**src/rtl/channel_row_mapper.sv**
```systemverilog
// Maps (channel, sample) to the pixel row of a trace point. An update computes the
// vertical channel layout sequentially; lookups are served by a 2-stage pipeline.
module channel_row_mapper #(
    parameter int MAX_CHAN_COUNT = 10,
    parameter int OFFSET         = 0,
    parameter int SAMPLE_W       = 8,
    parameter int VGA_VER_RES    = 480,
    parameter int ROW_W          = $clog2(VGA_VER_RES),
    parameter int CH_W           = $clog2(MAX_CHAN_COUNT)
) (
    input  logic                      clk,
    input  logic                      reset_n,
    input  logic [MAX_CHAN_COUNT-1:0] channel_enable,
    input  logic                      update,
    output logic                      busy,
    output logic                      ready,
    output logic [ROW_W-1:0]          channel_height,
    input  logic                      lookup_valid,
    input  logic [CH_W-1:0]           lookup_channel,
    input  logic [SAMPLE_W-1:0]       lookup_sample,
    output logic                      out_valid,
    output logic                      out_visible,
    output logic [ROW_W-1:0]          out_row,
    output logic [ROW_W-1:0]          out_offset
);

    localparam int CNT_W  = $clog2(MAX_CHAN_COUNT + 1);
    localparam int DIV_W  = $clog2(ROW_W);
    localparam int PROD_W = SAMPLE_W + ROW_W;
    localparam logic [ROW_W-1:0] DIVIDEND = ROW_W'(VGA_VER_RES - OFFSET);

    typedef enum logic [1:0] {
        S_IDLE,
        S_COUNT,
        S_DIVIDE,
        S_OFFSETS
    } state_t;

    state_t                    state_q, state_d;
    logic [MAX_CHAN_COUNT-1:0] en_q;
    logic [CNT_W-1:0]          count_q, pop_count;
    logic [DIV_W-1:0]          div_cnt_q;
    logic [ROW_W-1:0]          rem_q, rem_next, quot_q, quot_next;
    logic [ROW_W:0]            rem_shift;
    logic                      rem_ge, div_last, slot_last;
    logic [CH_W-1:0]           slot_q;
    logic [ROW_W-1:0]          acc_q;
    logic [ROW_W-1:0]          offset_tbl [MAX_CHAN_COUNT];

    logic                      chan_ok;
    logic [CH_W-1:0]           lk_idx;
    logic                      v1_q, vis1_q;
    logic [ROW_W-1:0]          off1_q;
    logic [PROD_W-1:0]         prod1_q;

    assign busy = (state_q != S_IDLE);

    always_comb begin
        pop_count = '0;
        for (int i = 0; i < MAX_CHAN_COUNT; i++) begin
            pop_count = pop_count + CNT_W'(en_q[i]);
        end
    end

    // Restoring division of a constant dividend, one quotient bit per cycle, MSB first.
    assign rem_shift = {rem_q, DIVIDEND[div_cnt_q]};
    assign rem_ge    = rem_shift >= (ROW_W + 1)'(count_q);
    assign rem_next  = ROW_W'(rem_ge ? rem_shift - (ROW_W + 1)'(count_q) : rem_shift);
    assign quot_next = ROW_W'({quot_q, rem_ge});
    assign div_last  = (div_cnt_q == '0);
    assign slot_last = (32'(slot_q) == MAX_CHAN_COUNT - 1);

    // NOTE: sequential state uses non-blocking assignments so every register samples pre-edge values.
    always_ff @(posedge clk or negedge reset_n) begin
        if (!reset_n) state_q <= S_IDLE;
        else          state_q <= state_d;
    end

    // NOTE: next state defaults to the current state first, so no path leaves state_d unassigned (no latch).
    always_comb begin
        state_d = state_q;
        case (state_q)
            S_IDLE:    if (update) state_d = S_COUNT;
            S_COUNT:   state_d = (pop_count == '0) ? S_IDLE : S_DIVIDE;
            S_DIVIDE:  if (div_last) state_d = S_OFFSETS;
            S_OFFSETS: if (slot_last) state_d = S_IDLE;
            default:   state_d = S_IDLE;
        endcase
    end

    always_ff @(posedge clk or negedge reset_n) begin
        if (!reset_n) begin
            en_q           <= '0;
            count_q        <= '0;
            div_cnt_q      <= '0;
            rem_q          <= '0;
            quot_q         <= '0;
            slot_q         <= '0;
            acc_q          <= '0;
            ready          <= 1'b0;
            channel_height <= '0;
            // NOTE: the offset table is reset because lookups may read it before any layout exists.
            for (int k = 0; k < MAX_CHAN_COUNT; k++) offset_tbl[k] <= '0;
        end else begin
            case (state_q)
                S_IDLE: begin
                    if (update) begin
                        en_q  <= channel_enable;
                        ready <= 1'b0;
                    end
                end
                S_COUNT: begin
                    count_q   <= pop_count;
                    rem_q     <= '0;
                    quot_q    <= '0;
                    div_cnt_q <= DIV_W'(ROW_W - 1);
                    if (pop_count == '0) begin
                        channel_height <= '0;
                        ready          <= 1'b1;
                        for (int k = 0; k < MAX_CHAN_COUNT; k++) offset_tbl[k] <= '0;
                    end
                end
                S_DIVIDE: begin
                    rem_q     <= rem_next;
                    quot_q    <= quot_next;
                    div_cnt_q <= div_cnt_q - DIV_W'(1);
                    if (div_last) begin
                        channel_height <= quot_next;
                        acc_q          <= ROW_W'(OFFSET);
                        slot_q         <= '0;
                    end
                end
                S_OFFSETS: begin
                    if (en_q[slot_q]) begin
                        offset_tbl[slot_q] <= acc_q;
                        acc_q              <= acc_q + channel_height;
                    end else begin
                        offset_tbl[slot_q] <= '0;
                    end
                    slot_q <= slot_q + CH_W'(1);
                    if (slot_last) ready <= 1'b1;
                end
                default: ;
            endcase
        end
    end

    // Out-of-range channels are steered to slot 0 for the table read and masked by chan_ok.
    assign chan_ok = 32'(lookup_channel) < MAX_CHAN_COUNT;
    assign lk_idx  = chan_ok ? lookup_channel : '0;

    always_ff @(posedge clk or negedge reset_n) begin
        if (!reset_n) begin
            v1_q        <= 1'b0;
            vis1_q      <= 1'b0;
            off1_q      <= '0;
            prod1_q     <= '0;
            out_valid   <= 1'b0;
            out_visible <= 1'b0;
            out_row     <= '0;
            out_offset  <= '0;
        end else begin
            v1_q    <= lookup_valid;
            vis1_q  <= lookup_valid && ready && chan_ok && en_q[lk_idx];
            off1_q  <= offset_tbl[lk_idx];
            prod1_q <= PROD_W'(lookup_sample) * PROD_W'(channel_height);

            out_valid <= v1_q;
            if (vis1_q) begin
                out_visible <= 1'b1;
                out_offset  <= off1_q;
                out_row     <= off1_q + channel_height - ROW_W'(1) - ROW_W'(prod1_q >> SAMPLE_W);
            end else begin
                out_visible <= 1'b0;
                out_offset  <= '0;
                out_row     <= '0;
            end
        end
    end

endmodule

```
**config.mk**
```make
export PLATFORM = sky130hd
export DESIGN_NAME = channel_row_mapper
export DESIGN_NICKNAME = d
export VERILOG_FILES = /design/src/rtl/channel_row_mapper.sv
export SDC_FILE = /design/constraint.sdc
export NUM_CORES = 1
export LEC_CHECK = 0
export CAP_MARGIN = 0
export CORE_UTILIZATION = 55
export CTS_BUF_LIST = sky130_fd_sc_hd__clkbuf_4 sky130_fd_sc_hd__clkbuf_8
export CTS_CLUSTER_SIZE = 14
export DETAILED_ROUTE_END_ITERATION = 10
export PLACE_DENSITY_LB_ADDON = 0.3
export SLEW_MARGIN = 20
export SYNTH_ARGS = -nofsm -noshare
export SYNTH_HDL_FRONTEND = slang
export SYNTH_SLANG_ARGS = --single-unit
```
**constraint.sdc**
```tcl
create_clock -name clk -period 5.79 [get_ports clk]
set_input_delay 0.8685 -clock clk [delete_from_list [all_inputs] [get_ports clk]]
set_output_delay 0.8685 -clock clk [all_outputs]
set_load 0.1 [all_outputs]
```
# Word-level counts from Yosys, hierarchy flattened
# Memory sizes are Yosys's and may differ from the RTL's.
# Index checks and enable logic that the tools add are counted.
[word_totals]
reg_bits = 198
latch_bits = 0
ramBits = 0
romBits = 16
inputBits = 26
memories = 1
[memory_table]
columns = ["name", "words", "word_bits", "rd", "rd_clocked_by_memory_dff", "write_ports", "line", "text"]
rows = [
  ["(no name shown)", 16, 1, 1, 0, 0, "66", "assign rem_shift = {rem_q, DIVIDEND[div_cnt_q]};"],
]
[op_classes]
n_addsub = 16
multipliers = 1
div = 0
magnitude_cmp = 8
eq_ne = 9
n_shift = 0
muxes = 39
n_bitwise = 4
n_reduce_logical = 19
[op_table]
columns = ["cell", "count"]
rows = [
  ["two-way mux 90 bit", 2],
  ["one-hot mux 90 bit (2 select lines)", 1],
  ["bitwise AND 90 bit", 1],
  ["bitwise mux 90 bit", 1],
  ["two-way mux 9 bit", 10],
  ["NOT 90 bit", 1],
  ["one-hot mux 9 bit (2 select lines)", 3],
  ["binary-select mux 9 bit (select 4 bit)", 1],
  ["demux 9 bit (select 4 bit)", 1],
  ["adder 4 x 1 -> 4 bit", 6],
  ["adder 9 bit", 2],
  ["multiplier 8 x 9 -> 17 bit", 1],
  ["one-hot mux 4 bit (2 select lines)", 2],
  ["one-hot mux 8 bit (2 select lines)", 1],
  ["less-than comparator 4 x 5 -> 1 bit, second input constant", 3],
  [">= comparator 10 x 4 -> 1 bit", 1],
  [">= comparator 5 bit, second input constant", 2],
  ["!= test 2 bit, second input constant", 5],
  ["NOT 4 -> 5 bit", 2],
  ["AND reduction 3 bit", 3],
  ["subtractor 9 x 1 -> 9 bit, second input constant", 1],
  ["subtractor 9 x 4 -> 9 bit", 1],
  ["subtractor 9 bit", 1],
  ["binary-select mux 1 bit (select 4 bit)", 2],
  ["22 further kinds", 42],
]

# Depth between registers and ports, before layout
# Gate-level depths: netlist of the first run.
[logic_depth]
depth_word = 12
depth_mapped = 17
depth_no_buf = 16

# Worst setup path after synthesis of the first run
# Ideal clock, no wire load.
[synth_path]
path_type = "register to register"
start = "reg channel_height[1]"
end = "reg prod1_q[13]"
setup_time_ns = 0.125
arrival_time_ns = 4.922
setup_slack_ns = 0.744
path_stages_with_launch = 16
cell_sequence = "dfrtp_1 -> clkbuf_1 -> and2_1 -> fa_1 -> fa_1 -> fa_1 -> inv_1 -> fa_1 -> inv_1 -> ha_1 -> a21oi_1 -> a21oi_1 -> a221oi_1 -> o21bai_1 -> a21o_1 -> xor2_1"
[synth_between]
elab_chain_cells = 1
[synth_lines]
columns = ["element", "line", "text"]
rows = [
  ["from (decl)", "17", "output logic [ROW_W-1:0] channel_height,"],
  ["from (signal assigned)", "128", "channel_height <= quot_next;"],
  ["multiplier 8 x 9 -> 17 bit", "166", "prod1_q <= PROD_W'(lookup_sample) * PROD_W'(channel_height);"],
  ["to (signal assigned)", "166", ""],
  ["to (decl)", "54", "logic [PROD_W-1:0] prod1_q;"],
]
# No other way between the ends.
# A chain may end at the register's enable or synchronous reset.

# Worst setup path after layout of the first run
[layout_path]
start = "in lookup_sample[7]"
end = "reg prod1_q[13]"
[layout_between]
elab_chain_cells = 1
[layout_lines]
columns = ["element", "line", "text"]
rows = [
  ["from (decl)", "20", "input logic [SAMPLE_W-1:0] lookup_sample,"],
  ["multiplier 8 x 9 -> 17 bit", "166", ""],
]
# No other way between the ends.

==> key figures, run 1 <==
Layout
  – Growth of design area from synthesis to finish: 9.60%
  – Number of nets in the finished design: 1,271
  – Max reg flops: 90
  – Fin util: 61.6%
  – Largest registers: offset_tbl: 90 flops, en_q: 10 flops
  – Proportion of layout cells with a drive suffix above 1: under 10%
  – Register containing the most flip-flops in the final layout: offset_tbl

Synthesis
  – Number of synthesized register bits: 190
  – Number of enable flip-flop cells after synthesis: 0
  – Cell with the most instances after synthesis: sky130_fd_sc_hd__dfrtp_1
  – Top post-synthesis cells by area: sky130_fd_sc_hd__dfrtp_1 (40%), sky130_fd_sc_hd__fa_1 (9.8%), sky130_fd_sc_hd__a22o_1 (8.0%), sky130_fd_sc_hd__ha_1 (7.1%), sky130_fd_sc_hd__and2_1 (4.2%)
  – Share of flip-flops with an asynchronous set or reset after synthesis: 100%
  – Avg Inst Size Synth: 10.8 um2
  – Synthesized area: 11,800 um2
  – Number of instances in the synthesized netlist: 1,094
  – Leading cell types by count after synthesis: sky130_fd_sc_hd__dfrtp_1 (190), sky130_fd_sc_hd__inv_1 (117), sky130_fd_sc_hd__a22o_1 (108), sky130_fd_sc_hd__and2_1 (79), sky130_fd_sc_hd__ha_1 (67)
  – Sequential area share after synthesis: 40.2%
  – Post-Synthesis Net Count: 1,245
  – Netlist cell types: 58
  – Total number of yosys warnings: 0
  – Share of the synthesized area in the top cell type: 40.2%
  – Largest area contributor in the synthesized netlist: sky130_fd_sc_hd__dfrtp_1
  – Dominant synthesized flop cell: sky130_fd_sc_hd__dfrtp_1

Timing
  – Setup repair after global routing missed its margin: false
  – Ratio of final minimum period to clock period: roughly 87%
  – Setup TNS after final layout: 0 ps
  – Final setup fails: 0
  – Relative slew slack: 33.9%
  – Slew at the pin closest to its max-slew limit: 986 ps
  – Final Hold Vio Count: 0
  – Shortest clock period the worst path allows after layout: roughly 5000 ps
  – Number of pins exceeding their max-slew limit in the final report: 0
  – Worst hold margin: 371 ps
  – Layout Skew: 20.0 ps
  – Highest clock frequency the design can meet: around 200 MHz

Setup path
  – Reg-to-reg critical path startpoint: channel_height[1]
  – CP most frequent cell: sky130_fd_sc_hd__fa_1
  – Critical path's top delay family: adder cells
  – Maximum fanout encountered on the critical timing path: 9
  – Required time of the critical path: 6140 ps
  – R2r endpoint: prod1_q[13]
  – Capturing instance or port of the critical path: prod1_q[13]
  – R2R cell count: 14
  – Data arrival time of the worst path: 5360 ps
  – Reg2reg setup slack: 980 ps
  – Maximum single-stage delay on the critical path: around 540 ps
  – Origin of the worst setup path: lookup_sample[7]
  – CP endpoint kind: flip-flop
  – Type of the setup path with the least slack: primary input to flip-flop
  – Critical path startpoint category: primary input
  – Crit-path cells: clkdlybuf4s50_1, and2_1, fa_1, fa_1, fa_1, inv_1, fa_1, inv_1, ha_1, a21oi_1, a21oi_1, a221oi_1, o21bai_1, a21o_1, xor2_1
  – Master of the slowest instance on the critical path: sky130_fd_sc_hd__clkdlybuf4s50_1
  – Critical path depth in cells: 15
  – CP Buf/Inv Count: 3

Global routing
  – Global-route total usage across every layer: 25.0%
  – Vias in the first global route: 8,346
  – Largest net degree at the start of global routing: 102
  – Total grt overflow: 0
  – First-pass GRT wire length: 42,800 um
  – Number of antenna violations at the first check in global routing: 2

Power
  – Lkg Pwr: 6.46 nW
  – Clk pwr share: 16.7%
  – Total chip power: about 5.4 mW
  – Cell area power density: a little over 400 nW/um2
  – Proportion of power drawn by flip-flops and latches: a little over 30%
  – Relative contribution of combinational cells to total power: 52.5%
  – Sw Share: between 40 and 50%
  – Switching pwr: 2.53 mW
  – Int Power: approximately 2.8 mW
  – Max VDD drop: 0.000835 V

Routing
  – DRC marker count from the first detailed-route iteration: 721
  – Overall via count from detail_route: 8,227
  – Average vias per placed instance: 5.84
  – Remaining antenna violation count after routing: 0
  – Total Routed Length: 25,800 um
  – Wire length per cell: 18.3 um
  – TritonRoute pass-1 iters: 5
  – Drc violations: 0

Clock tree
  – CTS H-tree depth: 4
  – Post-cts sizing count: 0
  – Count of hold-fix buffers inserted at cts: 0
  – Clock Root Buffer: sky130_fd_sc_hd__clkbuf_8
  – Clock sink total: between 150 and 200
  – Bufs on Longest Clock Path: 2
  – Clk Latency, worst-skew pair: 480 ps
  – CTS tree: built
  – Total setup buffers inserted after CTS: 0
  – Clock slew seen by the registers of the worst setup and hold paths: around 90 ps
  – CTS Buf Count: 17

Die
  – Die Span Y: 149 um
  – Core Area: 21,000 um2
  – Horiz. Die Dim: 149 um
  – DIE AREA: 22,100 um2
  – # rows: 53
  – Number of top-level pins: 57
  – Effective utilization at floorplan: 56.2%

Placed design
  – Last weighted congestion value of the routability-driven placer: 0.868
  – DPL Wire Length: 18,100 um
  – Buffers added on ports: 56

Worst hold path
  – Hold WC Path Type: flip-flop to flip-flop

Outcome
  – Run status: completed

Flow run
  – Maximum Capacitance Violations: 0
-- power by group through the flow --
| stage | Sequential [mW] | Combinational, mW | Clock [mW] |
|---|---|---|---|
| 6_report | 1.65 | 2.81 | 0.897 |
| 5_1_grt | 1.67 | 3.09 | 0.970 |
| 4_1_cts | 1.65 | 2.80 | 0.921 |
| 3_5_place_dp | 1.68 | 2.78 | 0 |
| 3_3_place_gp | 1.67 | 2.70 | 0 |
| 2_1_floorplan | 1.68 | 2.16 | 0 |
-- routing by layer --
layer | wire, um | vias up | global-route usage [%]
li1 | - | 3865 | -
met1 | 11800 | 4100 | 34.5
met2 | 12400 | 224 | 40.5
met3 | 1180 | 38 | 4.17
met4 | 445 | 0 | 7.53
met5 | 0 | - | 0
-- cell usage in the layout, fill, tap and decap left out, types with 4 or more instances in the layout --
master / synthesis / final
sky130_fd_sc_hd__xor2_1: 10 / 10
sky130_fd_sc_hd__clkbuf_8: 0 / 19
sky130_fd_sc_hd__a22o_1: 108 / 108
sky130_fd_sc_hd__and3_1: 5 / 5
sky130_fd_sc_hd__mux2_2: 14 / 14
sky130_fd_sc_hd__a21oi_1: 47 / 47
sky130_fd_sc_hd__nor2b_1: 21 / 21
sky130_fd_sc_hd__o21ai_1: 22 / 22
sky130_fd_sc_hd__nor2_8: 8 / 8
sky130_fd_sc_hd__o21ai_0: 20 / 20
sky130_fd_sc_hd__o31ai_1: 5 / 5
sky130_fd_sc_hd__clkdlybuf4s50_1: 0 / 54
sky130_fd_sc_hd__inv_1: 117 / 117
sky130_fd_sc_hd__nand3_1: 14 / 14
sky130_fd_sc_hd__nand2b_1: 8 / 8
sky130_fd_sc_hd__nor3_1: 12 / 12
sky130_fd_sc_hd__dfrtp_1: 190 / 190
sky130_fd_sc_hd__nand2_1: 47 / 47
sky130_fd_sc_hd__and2_1: 79 / 79
sky130_fd_sc_hd__buf_4: 1 / 7
sky130_fd_sc_hd__nor2_1: 16 / 16
sky130_fd_sc_hd__o22ai_1: 33 / 33
sky130_fd_sc_hd__a21o_1: 20 / 20
sky130_fd_sc_hd__inv_6: 0 / 4
sky130_fd_sc_hd__o211ai_1: 4 / 4
sky130_fd_sc_hd__ha_1: 67 / 67
sky130_fd_sc_hd__mux2i_1: 39 / 38
sky130_fd_sc_hd__mux2_1: 10 / 10
sky130_fd_sc_hd__fa_1: 58 / 58
sky130_fd_sc_hd__a211oi_1: 5 / 5
sky130_fd_sc_hd__xnor2_1: 17 / 17
-- metrics by stage --
step                worst slack, ps  std cells  cell area [um2]
global route                    493       1409            13000
global placement                351       1376            12500
floorplan                       744       1094            11800
detailed placement              287       1376            12500
finish                          780       1409            13000
CTS                             790       1408            13000
-- kinds of logic after synthesis --
kind of cell             share of synthesized area [%]
AND/OR/NAND/NOR                                   11.5
buffers and inverters                             5.80
XOR/XNOR                                          2.00
adder cells (fa/ha/maj)                           16.9
AO/OA/AOI/OAI                                     17.7
flip-flops                                        40.2
multiplexers                                      5.97
-- worst register-to-register path: cells and delay by family (launching register included) --
family / cells / cell delay (ps)
XOR/XNOR: 1 / 130
flip-flops: 1 / 650
AO/OA/AOI/OAI: 5 / 1070
adder cells (fa/ha/maj): 5 / 2440
buffers and inverters: 2 / 100
AND/OR/NAND/NOR: 1 / 310
-- worst min-delay path by stage --
| stage | startpoint | endpoint | slack [ps] | depth (start not counted) |
|---|---|---|---|---|
| global route | v1_q | out_valid | 380 | 0 |
| detailed placement | v1_q | out_valid | 350 | 0 |
| floorplan | v1_q | out_valid | 330 | 0 |
| CTS | v1_q | out_valid | 370 | 0 |
| finish | v1_q | out_valid | 370 | 0 |
| global placement | v1_q | out_valid | 330 | 0 |
-- area by class of cell --
type                       instances  area, um2
tap                              275        344
clock buffer                      18        248
timing repair buffer              63        612
clock inverter                    14        168
multi-input combinational        730       6390
fill                            1708       8060
inverter                         118        443
sequential                       190       4750
antenna                            1       2.50
Power figures use the tool's default switching activity.
==> run 2, diff against run 1 <==
Settings changed: CORE_UTILIZATION 55 to 60.
==> key figures, run 2 (synthesis gave the netlist of run 1 again) <==
Outcome
  – Run status: completed

Worst hold path
  – End point of the most critical hold path: out_valid
  – Hold WC Path Type: flip-flop to flip-flop
  – Min-delay src: v1_q
  – WHS Path Cells: 0

Global routing
  – Number of antenna violations at the first check in global routing: 2
  – Global-route total usage across every layer: 27.2%
  – First-pass GRT wire length: 42,400 um
  – Largest net degree at the start of global routing: 101
  – Total grt overflow: 0
  – Vias in the first global route: 8,303

Clock tree
  – Count of hold-fix buffers inserted at cts: 0
  – CTS Buf Count: 17
  – Bufs on Longest Clock Path: 2
  – Clock Root Buffer: sky130_fd_sc_hd__clkbuf_8
  – CTS tree: built
  – Clk Latency, worst-skew pair: 490 ps
  – Post-cts sizing count: 0
  – Total setup buffers inserted after CTS: 0
  – CTS H-tree depth: 4
  – Clock sink total: 190
  – Clock slew seen by the registers of the worst setup and hold paths: 100 ps

Power
  – Max VDD drop: 0.000989 V
  – Switching pwr: 2.53 mW
  – Relative contribution of combinational cells to total power: 52.6%
  – Cell area power density: 410 nW/um2
  – Total chip power: 5.30 mW
  – Proportion of power drawn by flip-flops and latches: 31.1%
  – Int Power: 2.77 mW
  – Clk pwr share: about 16%
  – Sw Share: a little under half
  – Lkg Pwr: 6.45 nW

Timing
  – Shortest clock period the worst path allows after layout: 5100 ps
  – Setup repair after global routing missed its margin: false
  – Setup TNS after final layout: 0 ps
  – Slew at the pin closest to its max-slew limit: about 1000 ps
  – Layout Skew: about 28 ps
  – Highest clock frequency the design can meet: a little under 200 MHz
  – Relative slew slack: 30.8%
  – Ratio of final minimum period to clock period: 88.0%
  – Final Hold Vio Count: 0
  – Number of pins exceeding their max-slew limit in the final report: 0
  – Final setup fails: 0

Flow run
  – Maximum Capacitance Violations: 0

Placed design
  – Last weighted congestion value of the routability-driven placer: 0.887
  – Post-Place Cell Area: 12,500 um2
  – DPL Wire Length: around 18,000 um
  – Buffers added on ports: between 50 and 60
  – Placed cell count: 1,360

Setup path
  – Origin of the worst setup path: lookup_sample[7]
  – Required time of the critical path: between 6000 and 7000 ps
  – Reg2reg setup slack: roughly 890 ps
  – R2R cell count: 14
  – Critical path startpoint category: primary input
  – CP endpoint kind: flip-flop
  – Maximum single-stage delay on the critical path: 540 ps
  – Maximum fanout encountered on the critical timing path: 9
  – Type of the setup path with the least slack: primary input to flip-flop
  – Crit-path cells: clkdlybuf4s50_1, and2_1, fa_1, fa_1, fa_1, inv_1, fa_1, inv_1, ha_1, nor3_1, o211ai_1, a221oi_1, o21bai_1, a21o_1, xor2_1
  – Data arrival time of the worst path: 5470 ps
  – R2r endpoint: prod1_q[13]
  – Reg-to-reg critical path startpoint: channel_height[1]
  – Master of the slowest instance on the critical path: sky130_fd_sc_hd__fa_1
  – CP most frequent cell: sky130_fd_sc_hd__fa_1

Layout
  – Number of non-filler instances in the completed layout: 1,394
  – Max reg flops: 90
  – Number of nets in the finished design: about 1.3k
  – Proportion of layout cells with a drive suffix above 1: roughly 6.4%
  – Largest registers: offset_tbl: 90 flops, en_q: 10 flops
  – Growth of design area from synthesis to finish: 9.28%
  – Area of all placed cells without fillers: ~13,000 um2
  – Most common cell after layout, fill and taps aside: sky130_fd_sc_hd__dfrtp_1
  – Register containing the most flip-flops in the final layout: offset_tbl
  – Fin util: 67.9%
  – Commonest cells after routing, fill and taps aside: sky130_fd_sc_hd__dfrtp_1 (190), sky130_fd_sc_hd__inv_1 (117), sky130_fd_sc_hd__a22o_1 (108), sky130_fd_sc_hd__and2_1 (79), sky130_fd_sc_hd__ha_1 (66)

Routing
  – Remaining antenna violation count after routing: 0
  – TritonRoute pass-1 iters: 5
  – Overall via count from detail_route: roughly 8.3k
  – Average vias per placed instance: 5.98
  – Wire length per cell: 18.3 um
  – Total Routed Length: roughly 26,000 um
  – Drc violations: 0
  – DRC marker count from the first detailed-route iteration: 744

Die
  – # rows: 50
  – Effective utilization at floorplan: 62.2%
  – Die Span Y: 142 um
  – DIE AREA: a little over 20,000 um2
  – Horiz. Die Dim: 142 um
  – Core Area: 19,000 um2
  – Number of top-level pins: 57
==> run 2: cell types whose count changed in the layout (fill, tap and decap cells not counted), sizes merged <==
cell | previous run | this run
inv | 124 | 125
bufinv | 1 | 0
buf | 8 | 7
clkinvlp | 3 | 2
diode | 1 | 2
clkinv | 4 | 6
clkbuf | 19 | 18
==> run 2: worst max-delay path by stage <==
stage	to	depth (start not counted)
3_3_place_gp	prod1_q[13]	15
6_report	prod1_q[13]	15
3_5_place_dp	prod1_q[13]	15
5_1_grt	prod1_q[16]	15
2_1_floorplan	prod1_q[13]	15
4_1_cts	prod1_q[13]	15
==> run 2: worst max-delay path, delay by kind of cell <==
| family | cells | cell delay (ps) |
|---|---|---|
| adder cells (fa/ha/maj) | 5 | 2340 |
| AO/OA/AOI/OAI | 4 | 1020 |
| XOR/XNOR | 1 | 140 |
| AND/OR/NAND/NOR | 2 | 470 |
| buffers and inverters | 3 | 620 |
==> run 2: final cells by class <==
| type | count | area [um2] |
|---|---|---|
| Inverter | 118 | 443 |
| Fill cell | 1452 | 6100 |
| Clock inverter | 15 | 165 |
| Sequential cell | 190 | 4750 |
| Multi-Input combinational cell | 730 | 6390 |
| Timing Repair Buffer | 62 | 604 |
| Antenna cell | 2 | 5.00 |
| Clock buffer | 17 | 234 |
| Tap cell | 260 | 325 |
==> run 2: layer usage <==
| metal | track usage [%] | part of all wire [%] | routed length [um] |
|---|---|---|---|
| met1 | 36.8 | 45 | 11400 |
| met2 | 43.8 | 48 | 12200 |
| met3 | 4.58 | 5.0 | 1280 |
| met4 | 10.8 | 2.6 | 664 |
| met5 | 1.50 | 0.11 | 27 |
==> run 2: metrics by stage <==
| step | setup WS [ps] | hold slack (ps) |
|---|---|---|
| 3_5_place_dp | 202 | 346 |
| 3_3_place_gp | 358 | 334 |
| 4_1_cts | 699 | 371 |
| 6_report | 693 | 369 |
| 2_1_floorplan | 744 | 331 |
| 5_1_grt | 418 | 385 |
==> run 2: power groups by stage <==
| stage | Sequential (mW) | Clock [mW] | Combinational (mW) |
|---|---|---|---|
| detailed placement | 1.67 | 0 | 2.74 |
| floorplan | 1.68 | 0 | 2.16 |
| finish | 1.65 | 0.861 | 2.79 |
| global route | 1.67 | 0.929 | 3.07 |
| global placement | 1.67 | 0 | 2.68 |
| CTS | 1.65 | 0.878 | 2.75 |
